## src/rtl/uart_rx_fifo.sv

```systemverilog
// Receive character FIFO that sits between the UART receiver and the register front end.
// The oldest entry is shown first-word-fall-through. The block also reports level,
// overrun, threshold and idle-timeout status.
module uart_rx_fifo #(
  parameter int unsigned DATA_UART  = 8,
  parameter int unsigned FIFO_DEPTH = 16,
  parameter int unsigned ADDR_W     = $clog2(FIFO_DEPTH),
  parameter int unsigned TO_W       = 16
) (
  input  logic                 clk_i,
  input  logic                 rst_i,
  input  logic                 en_i,
  input  logic                 clear_i,
  input  logic [DATA_UART-1:0] rx_data_i,
  input  logic                 rx_valid_i,
  input  logic                 rd_en_i,
  output logic [DATA_UART-1:0] rd_data_o,
  output logic                 empty_o,
  output logic                 full_o,
  output logic [ADDR_W:0]      count_o,
  input  logic [ADDR_W:0]      thresh_i,
  output logic                 thresh_o,
  output logic                 overrun_o,
  input  logic                 overrun_clr_i,
  input  logic [TO_W-1:0]      timeout_cycles_i,
  output logic                 timeout_o
);

  localparam logic [ADDR_W:0] FullCount = (ADDR_W+1)'(FIFO_DEPTH);

  logic [DATA_UART-1:0] mem_q [FIFO_DEPTH];
  logic [ADDR_W-1:0]    wr_ptr_q, wr_ptr_d;
  logic [ADDR_W-1:0]    rd_ptr_q, rd_ptr_d;
  logic [ADDR_W:0]      count_q, count_d;
  logic                 overrun_q, overrun_d;
  logic [TO_W-1:0]      to_cnt_q, to_cnt_d;

  logic empty, full;
  logic push, pop, push_ok, drop;

  assign empty = (count_q == '0);
  assign full  = (count_q == FullCount);

  assign push    = rx_valid_i & en_i & ~clear_i;
  assign pop     = rd_en_i & ~empty & ~clear_i;
  // A push into a full FIFO still lands if a pop frees the head slot in the same cycle.
  assign push_ok = push & (~full | pop);
  assign drop    = push & full & ~pop;

  // Next-state for pointers, occupancy, overrun flag and idle timer.
  always_comb begin
    wr_ptr_d  = wr_ptr_q;
    rd_ptr_d  = rd_ptr_q;
    count_d   = count_q;
    overrun_d = overrun_q;
    to_cnt_d  = to_cnt_q;

    if (clear_i) begin
      wr_ptr_d = '0;
      rd_ptr_d = '0;
      count_d  = '0;
    end else begin
      if (push_ok) wr_ptr_d = wr_ptr_q + ADDR_W'(1);
      if (pop)     rd_ptr_d = rd_ptr_q + ADDR_W'(1);
      unique case ({push_ok, pop})
        2'b10:   count_d = count_q + (ADDR_W+1)'(1);
        2'b01:   count_d = count_q - (ADDR_W+1)'(1);
        default: count_d = count_q;
      endcase
    end

    // A new drop takes priority over a clear request issued in the same cycle.
    if (drop) begin
      overrun_d = 1'b1;
    end else if (overrun_clr_i) begin
      overrun_d = 1'b0;
    end

    if (push || pop || clear_i || empty || (timeout_cycles_i == '0)) begin
      to_cnt_d = '0;
    end else if (to_cnt_q < timeout_cycles_i) begin
      to_cnt_d = to_cnt_q + TO_W'(1);
    end else begin
      to_cnt_d = timeout_cycles_i;
    end
  end

  // Control state register with asynchronous reset.
  always_ff @(posedge clk_i or posedge rst_i) begin
    if (rst_i) begin
      wr_ptr_q  <= '0;
      rd_ptr_q  <= '0;
      count_q   <= '0;
      overrun_q <= 1'b0;
      to_cnt_q  <= '0;
    end else begin
      wr_ptr_q  <= wr_ptr_d;
      rd_ptr_q  <= rd_ptr_d;
      count_q   <= count_d;
      overrun_q <= overrun_d;
      to_cnt_q  <= to_cnt_d;
    end
  end

  // Storage array write port; contents are deliberately left unreset.
  always_ff @(posedge clk_i) begin
    if (push_ok) begin
      mem_q[wr_ptr_q] <= rx_data_i;
    end
  end

  // Outputs decoded from registered state only.
  always_comb begin
    rd_data_o = empty ? '0 : mem_q[rd_ptr_q];
    empty_o   = empty;
    full_o    = full;
    count_o   = count_q;
    thresh_o  = (thresh_i != '0) && (count_q >= thresh_i);
    overrun_o = overrun_q;
    timeout_o = (timeout_cycles_i != '0) && (to_cnt_q == timeout_cycles_i) && !empty;
  end

endmodule

```

## config.mk

```make
export PLATFORM = sky130hd
export DESIGN_NAME = uart_rx_fifo
export DESIGN_NICKNAME = d
export VERILOG_FILES = /design/src/rtl/uart_rx_fifo.sv
export SDC_FILE = /design/constraint.sdc
export NUM_CORES = 1
export LEC_CHECK = 0
export CORE_ASPECT_RATIO = 0.9
export CORE_MARGIN = 3
export CORE_UTILIZATION = 30
export DETAILED_ROUTE_END_ITERATION = 8
export PLACE_DENSITY = 0.56
export SYNTH_ARGS = -nofsm -noshare
export SYNTH_HDL_FRONTEND = slang
export SYNTH_SLANG_ARGS = --single-unit
```

## constraint.sdc

```tcl
create_clock -name clk_i -period 8.2 [get_ports clk_i]
set_input_delay 2.46 -clock clk_i [delete_from_list [all_inputs] [get_ports clk_i]]
set_output_delay 2.46 -clock clk_i [all_outputs]
set_load 0.02 [all_outputs]
```

**Yosys cells after proc, flatten, opt, wreduce, memory -nomap -nowiden**

Memory sizes are Yosys's and may differ from the RTL's.
Cells that the tools add are included.
W data, S select, Z words.

- Equality and inequality tests: 4
- Bitwise gates (word level): 12
- Multiplexer cells: 13
- $add $sub $neg: 5
- Reductions and logical operators: 16
- Magnitude comparators: 2

Operators with widths:

| operator | number |
|---|---|
| $mux W16 | 2 |
| $add A16 B1 Y16 const B | 1 |
| $eq A16 B16 Y1 | 1 |
| $logic_not A16 Y1 | 1 |
| $lt A16 B16 Y1 | 1 |
| $mux W4 | 4 |
| $reduce_bool A16 Y1 | 1 |
| $pmux W5 S2 | 1 |
| $add A4 B1 Y4 const B | 2 |
| $mux W8 | 1 |
| $and A1 B1 Y1 | 7 |
| $reduce_bool A2 Y1 | 3 |
| $add A5 B1 Y5 const B | 1 |
| $eq A5 B5 Y1 const B | 1 |
| $ge A5 B5 Y1 | 1 |
| $logic_not A5 Y1 | 1 |
| $mux W5 | 1 |
| $reduce_bool A5 Y1 | 1 |
| $sub A5 B1 Y5 const B | 1 |
| $logic_or A1 B1 Y1 | 4 |
| $mux W1 | 4 |
| $not A1 Y1 | 4 |
| $logic_and A1 B1 Y1 | 3 |
| $reduce_bool A3 Y1 | 1 |
| other kinds (4) | 4 |

- Memories: 1
- Word-level logic and storage cells: 58
- RAM bits: 128
- Register bits: 30
- Bits of input ports: 36
- Output and inout port bits: 18

Memory list:

| name | words | bits a word | read ports | clocked after Yosys merged registers in | wr ports | line | source |
|---|---|---|---|---|---|---|---|
| mem_q | 16 | 8 | 1 | 0 | 1 | 31 | `logic [DATA_UART-1:0] mem_q [FIFO_DEPTH];` |

**Depth between registers and ports, before layout**

- Depth after elaboration: 9
- Depth in mapped cells: 10

**Least setup slack after synthesis**

No wires, ideal clock.

- Path kind: input to output
- Start: in timeout_cycles_i[14]
- End: out timeout_o
- Path buffers: 0
- Setup slack: 2,295 ps
- Arrival: 3,445 ps
- Stages on the path: 5
- Data required time: 5,740 ps
- Cell sequence: inv_1 -> ha_1 -> nand4_1 -> nor4_1 -> and3_1

- Word-level cells in the longest chain between the ends: 3

RTL lines:

| element | line | source |
|---|---|---|
| from (decl) | 25 | `input logic [TO_W-1:0] timeout_cycles_i,` |
| $eq A16 B16 Y1 / $reduce_bool A16 Y1 (equally long branches) | 120 | `timeout_o = (timeout_cycles_i != '0) && (to_cnt_q == timeout_cycles_i) && !empty;` |
| $logic_and A1 B1 Y1 * (2 in series) | 120 |  |
| to (decl) | 26 | `output logic timeout_o` |

Mark *: on every way between the ends. The rest lies on a longest branch, timed or not.

**Worst setup path in the final report**

Ends and elaborated chain as after synthesis.

==> flow_summary.rst <==
.. list-table::
   :header-rows: 1

   * - Metric
     - Value
   * - Final Setup Violations
     - 0
   * - Final Skew
     - 0.0100 ns
   * - Final non-filler cell total
     - about 940
   * - CP Data Arrival Time
     - between 4 and 5 ns
   * - Synthesized netlist net count
     - between 600 and 700
   * - Buffer and inverter count on the worst path
     - 3
   * - Post-placement setup slack
     - about 1.1 ns
   * - Maximum root-to-sink buffer count
     - 2
   * - Endpoint required time on the critical path
     - 5.74 ns
   * - First-iteration detailed-routing DRC count
     - between 200 and 300
   * - Top-level I/O count
     - between 50 and 60
   * - Worst Path Class, Setup
     - in -> out
   * - Power density over the cells
     - 246 nW/um2
   * - Setup TNS after final layout
     - 0 ns
   * - GR Overflow Total
     - 0
   * - Total wire length after detailed routing
     - about 17 mm
   * - Setup repair after global routing missed its margin
     - no
   * - Vias after detailed routing
     - between 4000 and 5000
   * - Number of violations of the max-capacitance limit
     - 0
   * - Leading cell types in the layout, fill and taps excluded
     - edfxtp_1 (128), clkdlybuf4s50_1 (53), mux2i_1 (48)
   * - Maximum number of pins on one net before global-route repair
     - 33
   * - Vias in the first global route
     - 4742
   * - Die Span X
     - ~170 um
   * - Post-DP HPWL
     - approximately 11 mm
   * - Post-route fraction of the period consumed by the critical path
     - 87.5%
   * - Most instantiated flip-flop cell in the synthesis netlist
     - edfxtp_1
   * - Clock insertion delay at the later pin of the skew report
     - about 0.43 ns
   * - Post-layout util
     - a little over a third
   * - Number of synthesized register bits
     - between 150 and 200
   * - Wire length of the first global-routing pass
     - between 20 and 30 mm
   * - Overall Global Routing Usage
     - a little over an eighth
   * - Slowest CP cell
     - clkdlybuf4s50_1
   * - Critical Path Max Stage Delay
     - just over 0.6 ns
   * - Largest driver fanout on the critical path
     - 4
   * - Core footprint
     - ~24000 um2
   * - Number of standard cells after synthesis
     - roughly 540
   * - Fin area
     - about 8900 um2
   * - WHS Path Cells
     - 1
   * - Clock slew at reported path FFs
     - about 0.060 ns
   * - Number of buffers inserted during clock tree synthesis
     - 17
   * - Number of hold buffers added after cts
     - 0
   * - Die Area
     - around 27000 um2
   * - Headroom to the max-slew limit
     - ~30%
   * - Portion of the post-synthesis area used by sequential elements
     - 61.3%
   * - Routability congestion estimate from global placement
     - between 0.8 and 0.9
   * - Fraction of layout cells with a size suffix above 1
     - 10.0%
   * - List of cells traversed by the critical path
     - clkdlybuf4s50_1, inv_1, ha_1, nand4_1, nor4_1, and3_1, clkdlybuf4s50_1
   * - Standby leakage power
     - approximately 0.0031 uW
   * - Post CTS Setup Buffer Count
     - 0
   * - Port bufs
     - 53
   * - Synth cell types
     - 55
   * - Run status
     - complete, no violations
   * - Layout overhead on the synthesized area
     - 19.0%
   * - Number of remaining DRC errors
     - 0
   * - Filler cell count
     - 2306
   * - Share of the synthesized area in the top cell type
     - roughly half
   * - Number of placed instances with taps included
     - roughly 910
   * - Die height
     - approximately 160 um
   * - Final worst slack
     - around 1.0 ns
   * - Critical Path Sink Type
     - primary output
   * - Cell type with the highest occurrence count on the critical path
     - clkdlybuf4s50_1
   * - Antenna violations before repair
     - 0
   * - Final Hold Vio Count
     - 0
   * - Post-layout nets
     - about 660
   * - H-tree depth reported by CTS
     - 4
   * - Worst reg2reg path depth
     - 10
   * - Drt pass-1 iters
     - 5
   * - Avg WL per Cell
     - 18.1 um
   * - Delay-heaviest family, CP
     - buffers and inverters
   * - Antenna Diode Count
     - 0
   * - Commonest non-fill, non-tap cell in the layout
     - edfxtp_1
   * - Worst hold-check path type
     - reg -> reg
   * - Post-synth EDFFs
     - between 100 and 150
   * - Cell types with the largest area share after synthesis
     - edfxtp_1 (51%), dfrtp_1 (10%), mux2i_1 (6.4%)
   * - Cell taking the most area after synthesis
     - edfxtp_1
   * - Final-report max-slew violation count
     - 0
   * - DP Area
     - roughly 8400 um2
   * - Worst Tran Pin Value
     - 1.06 ns
   * - Vias/cell
     - 4.94
   * - Cell area after synthesis
     - between 7000 and 8000 um2
   * - Detail Route Antenna Nets
     - 0
   * - Maximum frequency from static timing analysis
     - 139 MHz
   * - Maximum resistive drop on vdd
     - about 0.14 mV
   * - Post-synthesis async set-or-reset flop share
     - between 10% and 20%
   * - Clock tree root buffer cell
     - clkbuf_16
   * - Clock sink count
     - about 160
   * - Row Count
     - 54
   * - Crit. path cell count
     - 7
   * - Average footprint of a synthesized cell
     - between 10 and 15 um2
   * - Period minus WS final
     - between 7 and 8 ns
   * - TritonCTS clock tree
     - yes
   * - Number of warnings issued by yosys
     - 0
   * - CTS-repair resized insts
     - 0
   * - Kind of start point of the critical path
     - primary input
   * - Effective utilization at floorplan
     - just over 30%
[Yosys cell counts, drive strengths merged (9+ instances only)]
cell type and count:
nand4 11, o21ai 11, edfxtp 128, dfrtp 30, a21oi 11, nor3 9, xor2 12, o22ai 9
ha 30, nand3 10, mux4 16, buf 10, mux2i 48, nor4 9, inv 36, nand2 47
and2 9, clkbuf 14, nor2 21
[state kept, by name, indices dropped and copies added (netlist names)]
name,flops
count_o,5
to_cnt_q,16
rd_ptr_q,4
mem_q,128
overrun_o,1
wr_ptr_q,4
[power by group]
part / leakage, uW / internal, uW / switching, uW
combinational: 0.00128 / 243 / 251
sequential: 0.00156 / 883 / 62.1
clock: 0.000275 / 423 / 335
[stage by stage]
stage	power, uW	hold WS [ns]
2_1_floorplan	1280	0.553
3_3_place_gp	1450	0.479
3_5_place_dp	1460	0.487
4_1_cts	2220	0.515
5_1_grt	2300	0.551
6_report	2200	0.507
[path summary, 6_finish.rpt]
path | from | slack (ns) | endpoint
setup / recovery | timeout_cycles_i[14] | 1.02 | timeout_o
hold / removal | overrun_o$_DFFE_PP0P_ | 0.51 | overrun_o$_DFFE_PP0P_
setup reg to reg | count_o[1]$_DFFE_PP0P_ | 5.13 | count_o[4]$_DFFE_PP0P_
hold reg to reg | overrun_o$_DFFE_PP0P_ | 0.51 | overrun_o$_DFFE_PP0P_
max in group asynchronous | rst_i | 5.46 | rd_ptr_q[0]$_DFFE_PP0P_
min in group asynchronous | rst_i | 2.42 | to_cnt_q[14]$_DFF_PP0_
[kinds of logic (layout without fill, tap and decap cells)]
kind of cell	count (synthesis)	after routing	share of synthesized area [%]
AO/OA/AOI/OAI	70	70	6.76
adder cells (fa/ha/maj)	31	31	5.27
flip-flops	158	158	61.3
AND/OR/NAND/NOR	134	134	8.93
buffers and inverters	61	126	3.59
multiplexers	68	68	11.8
XOR/XNOR	20	20	2.34
[routing by layer]
metal | vias up | global-route usage, % | part of all wire [%]
met5 | - | 0 | 0
met4 | 0 | 3.71 | 1.2
met3 | 18 | 3.11 | 5.0
met2 | 138 | 21.0 | 46
met1 | 2323 | 17.8 | 47
li1 | 2175 | - | -
[area by class of cell]
| type | count | area, um2 | area share, % |
|---|---|---|---|
| Timing Repair Buffer | 57 | 561 | 6.28 |
| Multi-Input combinational cell | 323 | 2640 | 29.6 |
| Tap cell | 336 | 420 | 4.71 |
| Clock inverter | 14 | 133 | 1.49 |
| Sequential cell | 158 | 4600 | 51.5 |
| Inverter | 37 | 139 | 1.56 |
| Clock buffer | 18 | 429 | 4.81 |
[worst register-to-register path: cells and delay by family (launching register included)]
family / cells / cell delay [ns]
and+or+nand+nor: 4 / 1.25
AOI/OAI and AO/OA: 4 / 0.84
DFF: 1 / 0.47
adders and majority gates: 1 / 0.31
buffers and inverters: 1 / 0.09
No activity file was read; power rests on OpenSTA's default activity.
